### config.mk
export PLATFORM = sky130hd
export DESIGN_NAME = vend_controller_flat
export DESIGN_NICKNAME = d
export VERILOG_FILES = /design/src/rtl/vend_pkg.sv /design/src/rtl/vend_if.sv /design/src/rtl/vend_change_pulser.sv /design/src/rtl/vend_controller.sv /design/src/flat_wrapper.sv
export SDC_FILE = /design/constraint.sdc
export NUM_CORES = 1
export LEC_CHECK = 0
export CORE_MARGIN = 10
export CORE_UTILIZATION = 60
export DETAILED_ROUTE_END_ITERATION = 16
export GPL_ROUTABILITY_DRIVEN = 0
export PLACE_DENSITY = 0.9
export SKIP_CTS_REPAIR_TIMING = 1
export SYNTH_ARGS = -nofsm -noshare
export SYNTH_HDL_FRONTEND = slang
export SYNTH_HIERARCHICAL = 1
export SYNTH_SLANG_ARGS = --single-unit
export TNS_END_PERCENT = 10
### constraint.sdc
create_clock -name clock -period 5.5 [get_ports clock]
set_input_delay 1.65 -clock clock [delete_from_list [all_inputs] [get_ports clock]]
set_output_delay 1.65 -clock clock [all_outputs]
set_load 0.1 [all_outputs]
### src/rtl/vend_pkg.sv
// Shared types and constants for the vending-machine controller.
// Credit and prices are counted in nickels.
package vend_pkg;

    typedef enum logic [1:0] {
        IDLE,
        COLLECT,
        DISPENSE,
        PAYOUT
    } state_t;

    localparam logic [1:0] NICKEL = 2'd1;
    localparam logic [1:0] DIME   = 2'd2;

    localparam logic [1:0] ITEM0     = 2'd0;
    localparam logic [1:0] ITEM1     = 2'd1;
    localparam logic [1:0] ITEM2     = 2'd2;
    localparam logic [1:0] ITEM_NONE = 2'd3;

    function automatic logic [2:0] price_of(
        input logic [1:0] item,
        input logic [2:0] p0,
        input logic [2:0] p1,
        input logic [2:0] p2
    );
        unique case (item)
            ITEM0:   return p0;
            ITEM1:   return p1;
            ITEM2:   return p2;
            default: return 3'd7;
        endcase
    endfunction

endpackage

### src/rtl/vend_if.sv
// Keypad/coin side and dispenser/coin-return side of the controller.
// The controller is the slave; the machine front panel is the master.
interface vend_if;
    logic       nickel_in;
    logic       dime_in;
    logic [1:0] item_sel;
    logic       sel_valid;
    logic       cancel;
    logic       restock;
    logic       dispense;
    logic [1:0] item_out;
    logic       nickel_out;
    logic       coin_reject;
    logic       sel_err;
    logic [2:0] credit;
    logic [2:0] sold_out;
    logic       busy;

    modport master (
        output nickel_in, dime_in, item_sel, sel_valid, cancel, restock,
        input  dispense, item_out, nickel_out, coin_reject, sel_err,
        input  credit, sold_out, busy
    );

    modport slave (
        input  nickel_in, dime_in, item_sel, sel_valid, cancel, restock,
        output dispense, item_out, nickel_out, coin_reject, sel_err,
        output credit, sold_out, busy
    );
endinterface

### src/rtl/vend_change_pulser.sv
// Pays out a loaded nickel count as pulse, gap, pulse, ...
// fire marks the cycle whose edge raises nickel_out.
module vend_change_pulser #(
    parameter int CW = 3
) (
    input  logic          clk,
    input  logic          rst_n,
    input  logic          load,
    input  logic [CW-1:0] load_cnt,
    output logic          nickel_out,
    output logic          fire,
    output logic          done
);

    logic [CW-1:0] cnt_q, cnt_d;
    logic          gap_q, gap_d;
    logic          pulse_q, pulse_d;

    assign fire       = (cnt_q != '0) && !gap_q;
    assign done       = (cnt_q == '0);
    assign nickel_out = pulse_q;

    always_comb begin
        cnt_d   = cnt_q;
        gap_d   = 1'b0;
        pulse_d = fire;
        if (load) begin
            cnt_d = load_cnt;
        end else if (fire) begin
            cnt_d = cnt_q - CW'(1);
            gap_d = 1'b1;
        end
    end

    always_ff @(posedge clk or negedge rst_n) begin
        if (!rst_n) begin
            cnt_q   <= '0;
            gap_q   <= 1'b0;
            pulse_q <= 1'b0;
        end else begin
            cnt_q   <= cnt_d;
            gap_q   <= gap_d;
            pulse_q <= pulse_d;
        end
    end

endmodule

### src/rtl/vend_controller.sv
// Coin credit, selection, dispense and change/refund control
// for a three-item vending machine with per-item stock.
module vend_controller
    import vend_pkg::*;
#(
    parameter int PRICE0     = 3,
    parameter int PRICE1     = 4,
    parameter int PRICE2     = 5,
    parameter int MAX_CREDIT = 6,
    parameter int STOCK_INIT = 4,
    parameter int STOCK_W    = 4
) (
    input logic   clock,
    input logic   reset,
    vend_if.slave bus
);

    state_t                    state_q, state_d;
    logic [2:0]                credit_q, credit_d;
    logic [2:0][STOCK_W-1:0]   stock_q, stock_d;
    logic [2:0]                sold_out_q, sold_out_d;
    logic                      dispense_q, dispense_d;
    logic [1:0]                item_out_q, item_out_d;
    logic                      coin_reject_q, coin_reject_d;
    logic                      sel_err_q, sel_err_d;
    logic                      busy_q, busy_d;

    logic                      load, fire, done, nickel_out;
    logic [3:0]                coin_val, coin_sum;
    logic                      coin_any, coin_ok;
    logic [2:0]                price;
    logic [STOCK_W-1:0]        sel_stock;
    logic                      sel_ok;

    always_comb begin
        coin_val = 4'(bus.nickel_in ? NICKEL : 2'd0)
                 + 4'(bus.dime_in ? DIME : 2'd0);
        coin_any = bus.nickel_in | bus.dime_in;
        coin_sum = {1'b0, credit_q} + coin_val;
        price    = price_of(bus.item_sel, 3'(PRICE0),
                            3'(PRICE1), 3'(PRICE2));
        sel_stock = '0;
        for (int i = 0; i < 3; i++)
            if (bus.item_sel == 2'(i)) sel_stock = stock_q[i];
        sel_ok = (bus.item_sel != ITEM_NONE) && (sel_stock != '0)
              && (credit_q >= price);
    end

    always_comb begin
        state_d       = state_q;
        credit_d      = credit_q;
        stock_d       = stock_q;
        dispense_d    = 1'b0;
        item_out_d    = 2'd0;
        coin_reject_d = 1'b0;
        sel_err_d     = 1'b0;
        load          = 1'b0;
        coin_ok       = 1'b0;
        for (int i = 0; i < 3; i++)
            sold_out_d[i] = (stock_q[i] == '0);

        unique case (state_q)
            IDLE, COLLECT: begin
                if (bus.cancel && state_q == COLLECT) begin
                    state_d = PAYOUT;
                    load    = 1'b1;
                end else if (bus.sel_valid && !bus.cancel && sel_ok) begin
                    state_d    = DISPENSE;
                    dispense_d = 1'b1;
                    item_out_d = bus.item_sel;
                    credit_d   = credit_q - price;
                    for (int i = 0; i < 3; i++)
                        if (bus.item_sel == 2'(i))
                            stock_d[i] = stock_q[i] - STOCK_W'(1);
                end else begin
                    coin_ok   = 1'b1;
                    sel_err_d = bus.sel_valid && !bus.cancel;
                end
                if (state_q == IDLE && bus.restock) begin
                    stock_d    = {3{STOCK_W'(STOCK_INIT)}};
                    sold_out_d = '0;
                end
            end
            DISPENSE: begin
                load    = (credit_q != '0);
                state_d = load ? PAYOUT : IDLE;
            end
            PAYOUT: begin
                if (fire) credit_d = credit_q - 3'd1;
                if (done) state_d = IDLE;
            end
            default: state_d = IDLE;
        endcase

        // Coins are only credited when nothing else claimed this cycle.
        if (coin_any) begin
            if (coin_ok && coin_sum <= 4'(MAX_CREDIT)) begin
                credit_d = coin_sum[2:0];
                state_d  = COLLECT;
            end else begin
                coin_reject_d = 1'b1;
            end
        end

        busy_d = (state_d == DISPENSE) || (state_d == PAYOUT);
    end

    always_ff @(posedge clock or negedge reset) begin
        if (!reset) begin
            state_q       <= IDLE;
            credit_q      <= '0;
            stock_q       <= {3{STOCK_W'(STOCK_INIT)}};
            sold_out_q    <= '0;
            dispense_q    <= 1'b0;
            item_out_q    <= 2'd0;
            coin_reject_q <= 1'b0;
            sel_err_q     <= 1'b0;
            busy_q        <= 1'b0;
        end else begin
            state_q       <= state_d;
            credit_q      <= credit_d;
            stock_q       <= stock_d;
            sold_out_q    <= sold_out_d;
            dispense_q    <= dispense_d;
            item_out_q    <= item_out_d;
            coin_reject_q <= coin_reject_d;
            sel_err_q     <= sel_err_d;
            busy_q        <= busy_d;
        end
    end

    vend_change_pulser #(.CW(3)) u_pulser (
        .clk        (clock),
        .rst_n      (reset),
        .load       (load),
        .load_cnt   (credit_q),
        .nickel_out (nickel_out),
        .fire       (fire),
        .done       (done)
    );

    assign bus.dispense    = dispense_q;
    assign bus.item_out    = item_out_q;
    assign bus.nickel_out  = nickel_out;
    assign bus.coin_reject = coin_reject_q;
    assign bus.sel_err     = sel_err_q;
    assign bus.credit      = credit_q;
    assign bus.sold_out    = sold_out_q;
    assign bus.busy        = busy_q;

endmodule

### src/flat_wrapper.sv
// flat-port wrapper written by rule: the top's interface ports become plain ports
module vend_controller_flat import vend_pkg::*;
#(
    parameter int PRICE0     = 3,
    parameter int PRICE1     = 4,
    parameter int PRICE2     = 5,
    parameter int MAX_CREDIT = 6,
    parameter int STOCK_INIT = 4,
    parameter int STOCK_W    = 4
)
  (clock, reset, bus_nickel_in, bus_dime_in, bus_item_sel, bus_sel_valid, bus_cancel, bus_restock, bus_dispense, bus_item_out, bus_nickel_out, bus_coin_reject, bus_sel_err, bus_credit, bus_sold_out, bus_busy);
  vend_if bus_i ();
  input logic clock;
  input logic reset;
  input wire logic [$bits(bus_i.nickel_in)-1:0] bus_nickel_in;
  input wire logic [$bits(bus_i.dime_in)-1:0] bus_dime_in;
  input wire logic [$bits(bus_i.item_sel)-1:0] bus_item_sel;
  input wire logic [$bits(bus_i.sel_valid)-1:0] bus_sel_valid;
  input wire logic [$bits(bus_i.cancel)-1:0] bus_cancel;
  input wire logic [$bits(bus_i.restock)-1:0] bus_restock;
  output wire logic [$bits(bus_i.dispense)-1:0] bus_dispense;
  output wire logic [$bits(bus_i.item_out)-1:0] bus_item_out;
  output wire logic [$bits(bus_i.nickel_out)-1:0] bus_nickel_out;
  output wire logic [$bits(bus_i.coin_reject)-1:0] bus_coin_reject;
  output wire logic [$bits(bus_i.sel_err)-1:0] bus_sel_err;
  output wire logic [$bits(bus_i.credit)-1:0] bus_credit;
  output wire logic [$bits(bus_i.sold_out)-1:0] bus_sold_out;
  output wire logic [$bits(bus_i.busy)-1:0] bus_busy;
  assign bus_i.nickel_in = bus_nickel_in;
  assign bus_i.dime_in = bus_dime_in;
  assign bus_i.item_sel = bus_item_sel;
  assign bus_i.sel_valid = bus_sel_valid;
  assign bus_i.cancel = bus_cancel;
  assign bus_i.restock = bus_restock;
  assign bus_dispense = bus_i.dispense;
  assign bus_item_out = bus_i.item_out;
  assign bus_nickel_out = bus_i.nickel_out;
  assign bus_coin_reject = bus_i.coin_reject;
  assign bus_sel_err = bus_i.sel_err;
  assign bus_credit = bus_i.credit;
  assign bus_sold_out = bus_i.sold_out;
  assign bus_busy = bus_i.busy;
  vend_controller #(.PRICE0(PRICE0), .PRICE1(PRICE1), .PRICE2(PRICE2), .MAX_CREDIT(MAX_CREDIT), .STOCK_INIT(STOCK_INIT), .STOCK_W(STOCK_W)) u_core (.clock(clock), .reset(reset), .bus(bus_i));
endmodule
**After elaboration in Yosys (flattened, before gate mapping)**

Cells that the tools add are included.

- Output and inout port bits: 13
- ROM bits: 0
- Word-level logic and storage cells: 110
- Memories: 0
- Latch bits: 0
- Register bits: 31
- Bits in writable memories: 0
- Bits of input ports: 9

- Equality and inequality tests: 9
- Bitwise operators: 1
- Div/mod/pow operators: 0
- Shifts and indexed selects: 0
- Multipliers: 0
- Reductions and logical operators: 29
- $lt $le $gt $ge: 2
- Mux-type cells: 47
- Add/subtract/negate cells: 8

Operators by type and width:

| kind | number |
|---|---|
| $mux 12 | 3 |
| $mux 3 | 9 |
| $mux 4 | 6 |
| $mux 2 | 10 |
| $mux 1 | 15 |
| $logic_not 4->1 | 3 |
| $reduce_and 4->1 | 3 |
| $sub 4x1->4 const B | 3 |
| $eq 2x2->1 const B | 5 |
| $reduce_bool 2->1 | 5 |
| $pmux 3 s3 | 1 |
| $logic_and 1x1->1 | 8 |
| $pmux 2 s3 | 1 |
| $pmux 3 s2 | 1 |
| $reduce_bool 3->1 | 2 |
| $sub 3x1->3 const B | 2 |
| $add 3x4->4 | 1 |
| $add 4x4->4 | 1 |
| $eq 2x1->1 const B | 2 |
| $le 4x3->1 const B | 1 |
| $logic_not 2->1 | 2 |
| $ne 2x2->1 const B | 2 |
| $reduce_bool 4->1 | 1 |
| $ge 3x3->1 | 1 |
| other kinds (7) | 8 |

**Logic depth before layout (Yosys ltp)**

Gate-level depths: netlist (run 1).

- Depth after elaboration: 16
- Depth in mapped cells: 11

**Cells and area by module**

The synthesis (run 1) kept the hierarchy.

Modules (own cells, without submodules):

| module | area an instance (µm²) | times used | cells an instance | seq. area each (µm²) |
|---|---|---|---|---|
| vend_controller | 1665.3 | 1 | 168 | 654.4 |
| vend_change_pulser | 252.7 | 1 | 23 | 125.1 |

**Worst setup path before layout (run 1)**

Ideal clock, no wire load.

- Path type: in2reg
- Start: input port bus_item_sel[1]
- End: register u_core/stock_q[6] in the netlist's numbering
- Required time: 5.407 ns
- Path slack: 1.672 ns
- Arrival: 3.735 ns
- Path buffers: 2
- Setup time: 0.093 ns
- Cell stages on the path: 11
- Cells stage by stage: inv_1 > ha_1 > inv_1 > ha_1 > nand2b_1 > a31oi_1 > or4_1 > buf_2 > buf_6 > o41ai_1 > o31ai_1

- Word-level cells in the longest chain between the ends: 10
- Elaborated cells between the ends (all ways): 16

Ends and longest elaborated chain:

| element | RTL line | source |
|---|---|---|
| start, declared | flat_wrapper.sv:17 | `input wire logic [$bits(bus_i.item_sel)-1:0] bus_item_sel;` |
| parallel branches: the longest is 9 deep, another holds $ge 3x3->1 | - |  |
| $reduce_and 4->1 (no line) * | - |  |
| end signal, assigned | vend_controller.sv:112 | `stock_q <= {3{STOCK_W'(STOCK_INIT)}};` |
| end signal, assigned | vend_controller.sv:122 | `stock_q <= stock_d;` |
| end, declared | vend_controller.sv:20 | `logic [2:0][STOCK_W-1:0] stock_q, stock_d;` |

Every way passes the cells marked *.
A chain may end at the register's enable or synchronous reset.

**Worst setup path in the final report (run 1)**

- Start: input port bus_item_sel[1]
- End: register u_core/stock_q[4] in the netlist's numbering

Same word-level chain as after synthesis.

==> results of run 1 <==
[path summary, 6_finish.rpt]
path / start / endpoint / slack [ps] / depth (start not counted)
max: bus_item_sel[1] / u_core/stock_q[4] / 1090 / 10
max in group asynchronous: reset / u_core/stock_q[6] / 3490 / 2
max reg2reg: u_core/bus.credit[0] / u_core/stock_q[4] / 2710 / 7
min: u_core/stock_q[11] / u_core/bus.sold_out[2] / 490 / 1
min in group asynchronous: reset / u_core/u_pulser/gap_q / 1700 / 2
min reg2reg: u_core/stock_q[11] / u_core/bus.sold_out[2] / 490 / 1
[final cells by class]
class	instances	area share, %
well taps	44	2.48
inverters	16	2.71
clock buffers	8	3.11
repair buffers	23	10.2
multi-input cells	136	46.4
flip-flops and latches	31	35.2
[cell usage in the layout (no fill, tap or decap), types with 5 or more instances in the layout]
cell             Yosys  routed
clkbuf_4             0       5
nor2_1               8       8
a21oi_1              5       5
nor3_1               5       5
o21ai_0             10      10
inv_1               16      16
or4_1                8       8
nand2b_1             5       5
nand2_1             14      14
clkdlybuf4s50_1      0      21
dfrtp_1             28      28
ha_1                17      17
[state kept, by name (all words and copies together), names as in the netlist]
signal and flops:
u_core/u_pulser/gap_q 1, u_core/bus.sold_out 3, u_core/stock_q 12, u_core/bus.credit 3, u_core/state_q 2, u_core/bus.sel_err 1, u_core/u_pulser/nickel_out 1, u_core/bus.busy 1
u_core/bus.dispense 1, u_core/bus.item_out 2, u_core/bus.coin_reject 1, u_core/u_pulser/cnt_q 3
[power breakdown]
group	internal, W	switching (W)
Combinational	0.000243	0.000444
Clock	0.0000751	0.0000754
Sequential	0.000312	0.0000974
[per-layer routing]
metal  global-route usage (%)  part of all wire (%)
met1                     18.2                    43
met3                     5.42                   7.6
met5                        0                     0
met2                     23.7                    47
met4                     7.25                   1.8
[stage by stage]
step	power, W	hold WS [ps]	area, sq um	std cells
after global routing	0.00133	506	2220	258
after floorplan	0.000930	435	1920	191
after CTS	0.00124	486	2220	258
after detailed placement	0.00109	468	2150	250
after global placement	0.00105	472	2150	250
final	0.00125	492	2220	258
[kinds of logic (layout without fill, tap and decap cells)]
kind of cell    count (synthesis)  in the layout  share of synthesized area [%]
simple gates                   63             63                           19.4
compound gates                 51             51                           19.5
flops                          31             31                           40.6
buf+inv                        24             47                           5.81
fa+ha+maj                      19             19                           13.2
xor+xnor                        2              2                          0.913
mux                             1              1                          0.587
==> impl_metrics.yaml, run 1 <==
clock_network:
  cts_sinks: 31
  root_buffer: "clkbuf_4"
  cts_tree: "done"
  clk_latency_ps: 340
  clkTransAtPathRegs_ps: 90
  cts_made_buffers: 5
  clock_path_buffers: 2
  htreeDepth: 2
die:
  dieArea_sq_um: 5860
  core-area_sq_um: 3050
  initial_utilization_pct: 62.8
  die_height_um: 76.5
  ios: 22
  rows: 20
  die_w_um: 76.5
pwr:
  p_leak_nw: 0.962
  ir_worst_vdd_mv: 0.408
  power_density_nw_per_um2: 563
drt:
  drt-initial-drc-count: 163
  drc_errors: 0
  ant_nets: 0
  vias: 1618
  drt-total-wl_um: 4370
  dr.pass1.iters: 4
  viasPerCell: 6.27
  wl_per_cell_um: 17.0
logic_synthesis:
  ys_seq_area_share_pct: 40.6
  yosysWarnings: 6
  async_flop_share_pct: 100
  yosysUniqueCellTypes: 52
  synth_flop_cell: "dfrtp_1"
  yosys.area.top_type: "dfrtp_1"
  ys_ff_latch: 31
  synth_edf_count: 0
  avgSynthCellArea_sq_um: 10.0
  syn_nets: 219
  synth_top_area_share_pct: 36.5
  netlist_top_cells_count: "dfrtp_1, ha_1, inv_1"
  synth.area.top_cells: "dfrtp_1, ha_1, dfstp_2, inv_1, or4_1"
  syn_inst: 191
  synth_area_sq_um: 1920
  synth_most_common_cell: "dfrtp_1"
timing:
  drv_slew: 0
  hold_viol: 0
  timing.fmax_ghz: 0.227
  tightest_slew_ps: 980
  setup_violations: 0
  period_needed_ps: 4410
  skew_ps: 3.58
  slew_headroom_pct: 34.5
  worst_slack_ps: 1090
  period_share_pct: 80.2
  tns_ps: 0
  rsz0062_at_grt: "false"
critical_path:
  cp.arrival_ps: 4680
  worstPathMaxFanout: 19
  crit_buf_inv: 3
  worstPathCellList: "clkdlybuf4s50_1, inv_1, ha_1, inv_1, ha_1, nand2b_1, a31oi_1, or4_1, or4_1, o21ai_0"
  cp_slowest_cell: "or4_1"
  endpoint_kind: "flop"
  required_ps: 5760
  crit_path_start_kind: "primary input"
  slowest_delay_ps: 880
  worstSetupPathType: "in2reg"
  crit_family: "simple AND/OR/NAND/NOR gates"
job:
  max_cap_viol_count: 0
finish:
  regArea_sq_um: 779
  syn_to_final_growth_pct: 15.5
  drive_above_1_share_pct: 9.35
  final_core_util_pct: 72.6
  multi_input_area_sq_um: 1030
  nets: 241
  n_fill_cell: 226
  num_antenna_cells: 0
worst_hold_path:
  min_path_type: "reg2reg"
global_routing:
  grt_pass1_vias: 1559
  grt_max_degree: 32
  track_usage_pct: 15.2
  antenna_found_initial: 0
  grt_first_pass_wirelength_um: 7380
  grt_overflow: 0
placed_design:
  place_ws_ps: 761
  portBuffers: 21
  dp_hpwl_um: 3250
run_status:
  status: "completed"
No activity file was read; power rests on OpenSTA's default activity.
==> run 2, diff against run 1 <==
--- a/config.mk
+++ b/config.mk
@@ -6,10 +6,10 @@
 export NUM_CORES = 1
 export LEC_CHECK = 0
 export CORE_MARGIN = 10
-export CORE_UTILIZATION = 60
+export CORE_UTILIZATION = 50
 export DETAILED_ROUTE_END_ITERATION = 16
 export GPL_ROUTABILITY_DRIVEN = 0
-export PLACE_DENSITY = 0.9
+export PLACE_DENSITY = 0.8
 export SKIP_CTS_REPAIR_TIMING = 1
 export SYNTH_ARGS = -nofsm -noshare
 export SYNTH_HDL_FRONTEND = slang
==> constraint.sdc (replaced) <==
create_clock -name clock -period 4.05 [get_ports clock]
set_input_delay 1.215 -clock clock [delete_from_list [all_inputs] [get_ports clock]]
set_output_delay 1.215 -clock clock [all_outputs]
set_load 0.1 [all_outputs]
==> impl_metrics.yaml, run 2 (synthesis gave the netlist of run 1 again) <==
run_status:
  status: "completed"
pwr:
  p_leak_nw: 1.02
  ir_worst_vdd_mv: 0.557
  power_density_nw_per_um2: 745
finish:
  nets: 250
  top_register: "u_core/stock_q"
  largest_reg_flops: 12
  syn_to_final_growth_pct: 19.7
  final_cell_mix: "dfrtp_1, clkdlybuf4s50_1, ha_1, inv_1"
  num_antenna_cells: 0
  drive_above_1_share_pct: 14.8
  final_core_util_pct: 62.2
  final_cell_count_no_fill: 271
  n_fill_cell: 329
  final_common_cell: "dfrtp_1"
critical_path:
  cp.arrival_ps: 3970
  worstPathCellList: "clkdlybuf4s50_1, inv_1, ha_1, ha_1, a31oi_1, or4_1, buf_4, or4_1, o21ai_0"
  slowest_delay_ps: 580
  worstSetupPathType: "in2reg"
  endpoint_kind: "flop"
  crit_path_start_kind: "primary input"
  worstPathMaxFanout: 12
  required_ps: 4240
  cp_slowest_cell: "or4_1"
timing:
  skew_ps: 8.42
  period_needed_ps: 3780
  drv_slew: 0
  hold_viol: 0
  tightest_slew_ps: 976
  rsz0062_at_grt: "false"
  timing.fmax_ghz: 0.265
  period_share_pct: 93.3
  holdWs_ps: 499
  tns_ps: 0
  slew_headroom_pct: 34.7
  worst_slack_ps: 272
  setup_violations: 0
clock_network:
  root_buffer: "clkbuf_8"
  cts_made_buffers: 5
  htreeDepth: 2
  clock_path_buffers: 2
  clk_latency_ps: 290
  cts_tree: "done"
  cts_sinks: 31
  clkTransAtPathRegs_ps: 60
die:
  ios: 22
  core-area_sq_um: 3690
  initial_utilization_pct: 52.0
  rows: 22
  die_w_um: 81.9
  die_height_um: 81.9
  dieArea_sq_um: 6710
placed_design:
  portBuffers: 21
  place_ws_ps: 28.9
  post-place-cells: 263
  dp_hpwl_um: 3110
drt:
  drt-total-wl_um: 4170
  wl_per_cell_um: 15.4
  drc_errors: 0
  vias: 1601
  viasPerCell: 5.91
  drt-initial-drc-count: 89
  ant_nets: 0
  dr.pass1.iters: 5
global_routing:
  antenna_found_initial: 0
  grt_first_pass_wirelength_um: 6920
  grt_pass1_vias: 1511
  grt_overflow: 0
  track_usage_pct: 13.1
  grt_max_degree: 32
worst_hold_path:
  min_path_type: "reg2reg"
job:
  max_cap_viol_count: 0
[run 2: cell types whose count changed in the layout (fill, tap and decap cells not counted)]
cell             previous run  this run
clkbuf_4                    5         0
clkbuf_1                    1         0
clkinv_2                    0         3
clkbuf_8                    2         5
buf_4                       2        14
clkdlybuf4s50_1            21        18
[run 2: final timing paths]
path	startpoint	end	slack, ps	depth (start not counted)
worst min register to register	u_core/stock_q[7]	u_core/bus.sold_out[1]	500	1
max in group asynchronous	reset	u_core/stock_q[2]	2400	2
worst max-delay path	bus_item_sel[0]	u_core/stock_q[8]	270	9
worst max register to register	u_core/bus.credit[0]	u_core/stock_q[8]	1450	8
min in group asynchronous	reset	u_core/bus.credit[1]	1320	2
worst min-delay path	u_core/stock_q[7]	u_core/bus.sold_out[1]	500	1
[run 2: worst max-delay path, delay by kind of cell]
kind / cells / cell delay [ps]
AO/OA/AOI/OAI: 2 / 260
buffers and inverters: 3 / 810
AND/OR/NAND/NOR: 2 / 1070
adder cells (fa/ha/maj): 2 / 610
[run 2: layout make-up]
cell class	instances	area [sq um]	area share [%]
well taps	48	60.1	2.62
repair buffers	32	285	12.4
clock inverters	3	15.0	0.654
clock buffers	5	68.8	3.00
multi-input cells	136	1030	44.7
flip-flops and latches	31	779	34.0
inverters	16	60.1	2.62
[run 2: metal layers]
layer  track usage (%)  routed length, um  up-vias
met5                 0                  0        -
met4              5.78                 62        0
met3              3.49                236        4
met2              20.3               1900       49
met1              16.7               1970      772
li1                  -                  -      776
[run 2: through the flow]
step / total power [W] / instance area, sq um
floorplan: 0.00126 / 1920
global placement: 0.00145 / 2210
detailed placement: 0.00147 / 2210
CTS: 0.00171 / 2300
global route: 0.00184 / 2300
finish: 0.00171 / 2300
[run 2: report_power, final]
part           internal (W)  switching [W]  total (W)
clock              0.000117       0.000115   0.000233
combinational      0.000335       0.000589   0.000924
sequential         0.000424       0.000129   0.000553
==> run 3, diff against run 2 <==
--- a/config.mk
+++ b/config.mk
@@ -5,11 +5,11 @@
 export SDC_FILE = /design/constraint.sdc
 export NUM_CORES = 1
 export LEC_CHECK = 0
-export CORE_MARGIN = 10
-export CORE_UTILIZATION = 50
+export CORE_MARGIN = 3
+export CORE_UTILIZATION = 39
 export DETAILED_ROUTE_END_ITERATION = 16
 export GPL_ROUTABILITY_DRIVEN = 0
-export PLACE_DENSITY = 0.8
+export PLACE_DENSITY = 0.66
 export SKIP_CTS_REPAIR_TIMING = 1
 export SYNTH_ARGS = -nofsm -noshare
 export SYNTH_HDL_FRONTEND = slang
==> constraint.sdc (replaced) <==
create_clock -name clock -period 4.05 [get_ports clock]
set_input_delay 1.215 -clock clock [delete_from_list [all_inputs] [get_ports clock]]
set_output_delay 1.215 -clock clock [all_outputs]
set_load 0.02 [all_outputs]
==> impl_metrics.yaml, run 3 (synthesis gave the netlist of run 1 again) <==
critical_path:
  worstPathMaxFanout: 12
  cp.arrival_ps: 3920
  startpoint: "bus_item_sel[0]"
  reg2reg_depth: 8
  endpoint_kind: "flop"
  worstSetupEndpoint: "u_core/stock_q[4]"
  reg2reg_slack_ps: 1460
  reg2reg_from: "u_core/bus.credit[0]"
  worstSetupPathType: "in2reg"
  crit_path_start_kind: "primary input"
  required_ps: 4260
  regToRegEndpoint: "u_core/stock_q[4]"
global_routing:
  grt_first_pass_wirelength_um: 7050
  grt_pass1_vias: 1491
  grt_max_degree: 32
  track_usage_pct: 15.0
  antenna_found_initial: 0
  grt_overflow: 0
timing:
  timing.fmax_ghz: 0.270
  tightest_slew_ps: 718
  period_needed_ps: 3710
  hold_viol: 0
  setup_violations: 0
  holdWs_ps: 482
  period_share_pct: 91.6
  tns_ps: 0
  skew_ps: 8.33
  drv_slew: 0
  rsz0062_at_grt: "false"
  slew_headroom_pct: 52.1
pwr:
  ir_worst_vdd_mv: 0.387
  p_leak_nw: 1.02
  power_density_nw_per_um2: 672
clock_network:
  clkTransAtPathRegs_ps: 70
  cts_tree: "done"
  cts_sinks: 31
  htreeDepth: 2
  clk_latency_ps: 290
  cts_made_buffers: 5
  clock_path_buffers: 2
  root_buffer: "clkbuf_8"
die:
  die_height_um: 76.1
  ios: 22
  initial_utilization_pct: 42.3
  core-area_sq_um: 4530
  rows: 24
  die_w_um: 76.1
  dieArea_sq_um: 5800
run_status:
  status: "completed"
drt:
  dr.pass1.iters: 4
  drc_errors: 0
  drt-total-wl_um: 4100
  ant_nets: 0
  wl_per_cell_um: 14.3
  vias: 1564
  viasPerCell: 5.45
  drt-initial-drc-count: 54
finish:
  nets: 249
  multi_input_area_sq_um: 1030
  regArea_sq_um: 779
  final_cell_mix: "dfrtp_1, clkdlybuf4s50_1, ha_1, inv_1, nand2_1"
  final_common_cell: "dfrtp_1"
  n_fill_cell: 423
  largest_reg_flops: 12
  drive_above_1_share_pct: 13.1
  syn_to_final_growth_pct: 22.6
  top_register: "u_core/stock_q"
  num_antenna_cells: 0
worst_hold_path:
  holdPathStages: 1
  min_path_type: "reg2reg"
placed_design:
  portBuffers: 21
  dp_hpwl_um: 3030
job:
  max_cap_viol_count: 0
-- run 3: cell count changes in the layout (fill, tap and decap cells not counted), sizes merged --
cell / change
buf: -4
clkbuf: +1
clkinv: -2
bufinv: +1
clkdlybuf4s50: +3
-- run 3: worst min-delay path by stage --
| stage | slack (ps) | endpoint | from |
|---|---|---|---|
| finish | 480 | u_core/bus.sold_out[1] | u_core/stock_q[7] |
| detailed placement | 470 | u_core/bus.sold_out[2] | u_core/stock_q[11] |
| CTS | 490 | u_core/bus.sold_out[1] | u_core/stock_q[7] |
| floorplan | 430 | u_core/bus.sold_out[1] | u_core/stock_q[7] |
| global route | 510 | u_core/bus.sold_out[2] | u_core/stock_q[11] |
| global placement | 470 | u_core/bus.sold_out[1] | u_core/stock_q[7] |
-- run 3: worst max-delay path, stage by stage --
cell             delay [ps]
clkdlybuf4s50_1         530
inv_1                   110
ha_1                    320
ha_1                    270
a31oi_1                 160
or4_1                   580
buf_4                   190
or4_1                   460
o21ai_0                  80
-- run 3: stage by stage --
step           power (W)  cells  setup slack (ps)  util, %  instance area [sq um]
4_1_cts          0.00159    287               350     51.8                   2350
3_3_place_gp     0.00126    279               108     49.3                   2230
5_1_grt          0.00172    287               161     51.8                   2350
2_1_floorplan    0.00106    191               657        -                   1920
6_report         0.00158    287               341     51.8                   2350
3_5_place_dp     0.00127    279              34.9     49.3                   2230
-- run 3: per-layer routing --
layer	vias up	part of all wire, %	track usage (%)
met5	-	0	0
met4	0	1.5	5.98
met3	5	3.8	4.02
met2	34	44	21.9
met1	745	50	21.1
li1	780	-	-
-- run 3: cell type report --
class | instances | area share, %
sequential | 31 | 33.2
tap | 65 | 3.46
multi-input combinational | 136 | 43.7
clock inverter | 2 | 1.49
inverter | 16 | 2.55
clock buffer | 6 | 3.51
timing repair buffer | 31 | 12.1
-- run 3: power breakdown --
part / total (W) / switching (W) / internal [W]
logic: 0.000707 / 0.000367 / 0.000340
clock network: 0.000317 / 0.000118 / 0.000199
registers: 0.000557 / 0.000133 / 0.000424
total: 0.00158 / 0.000618 / 0.000963
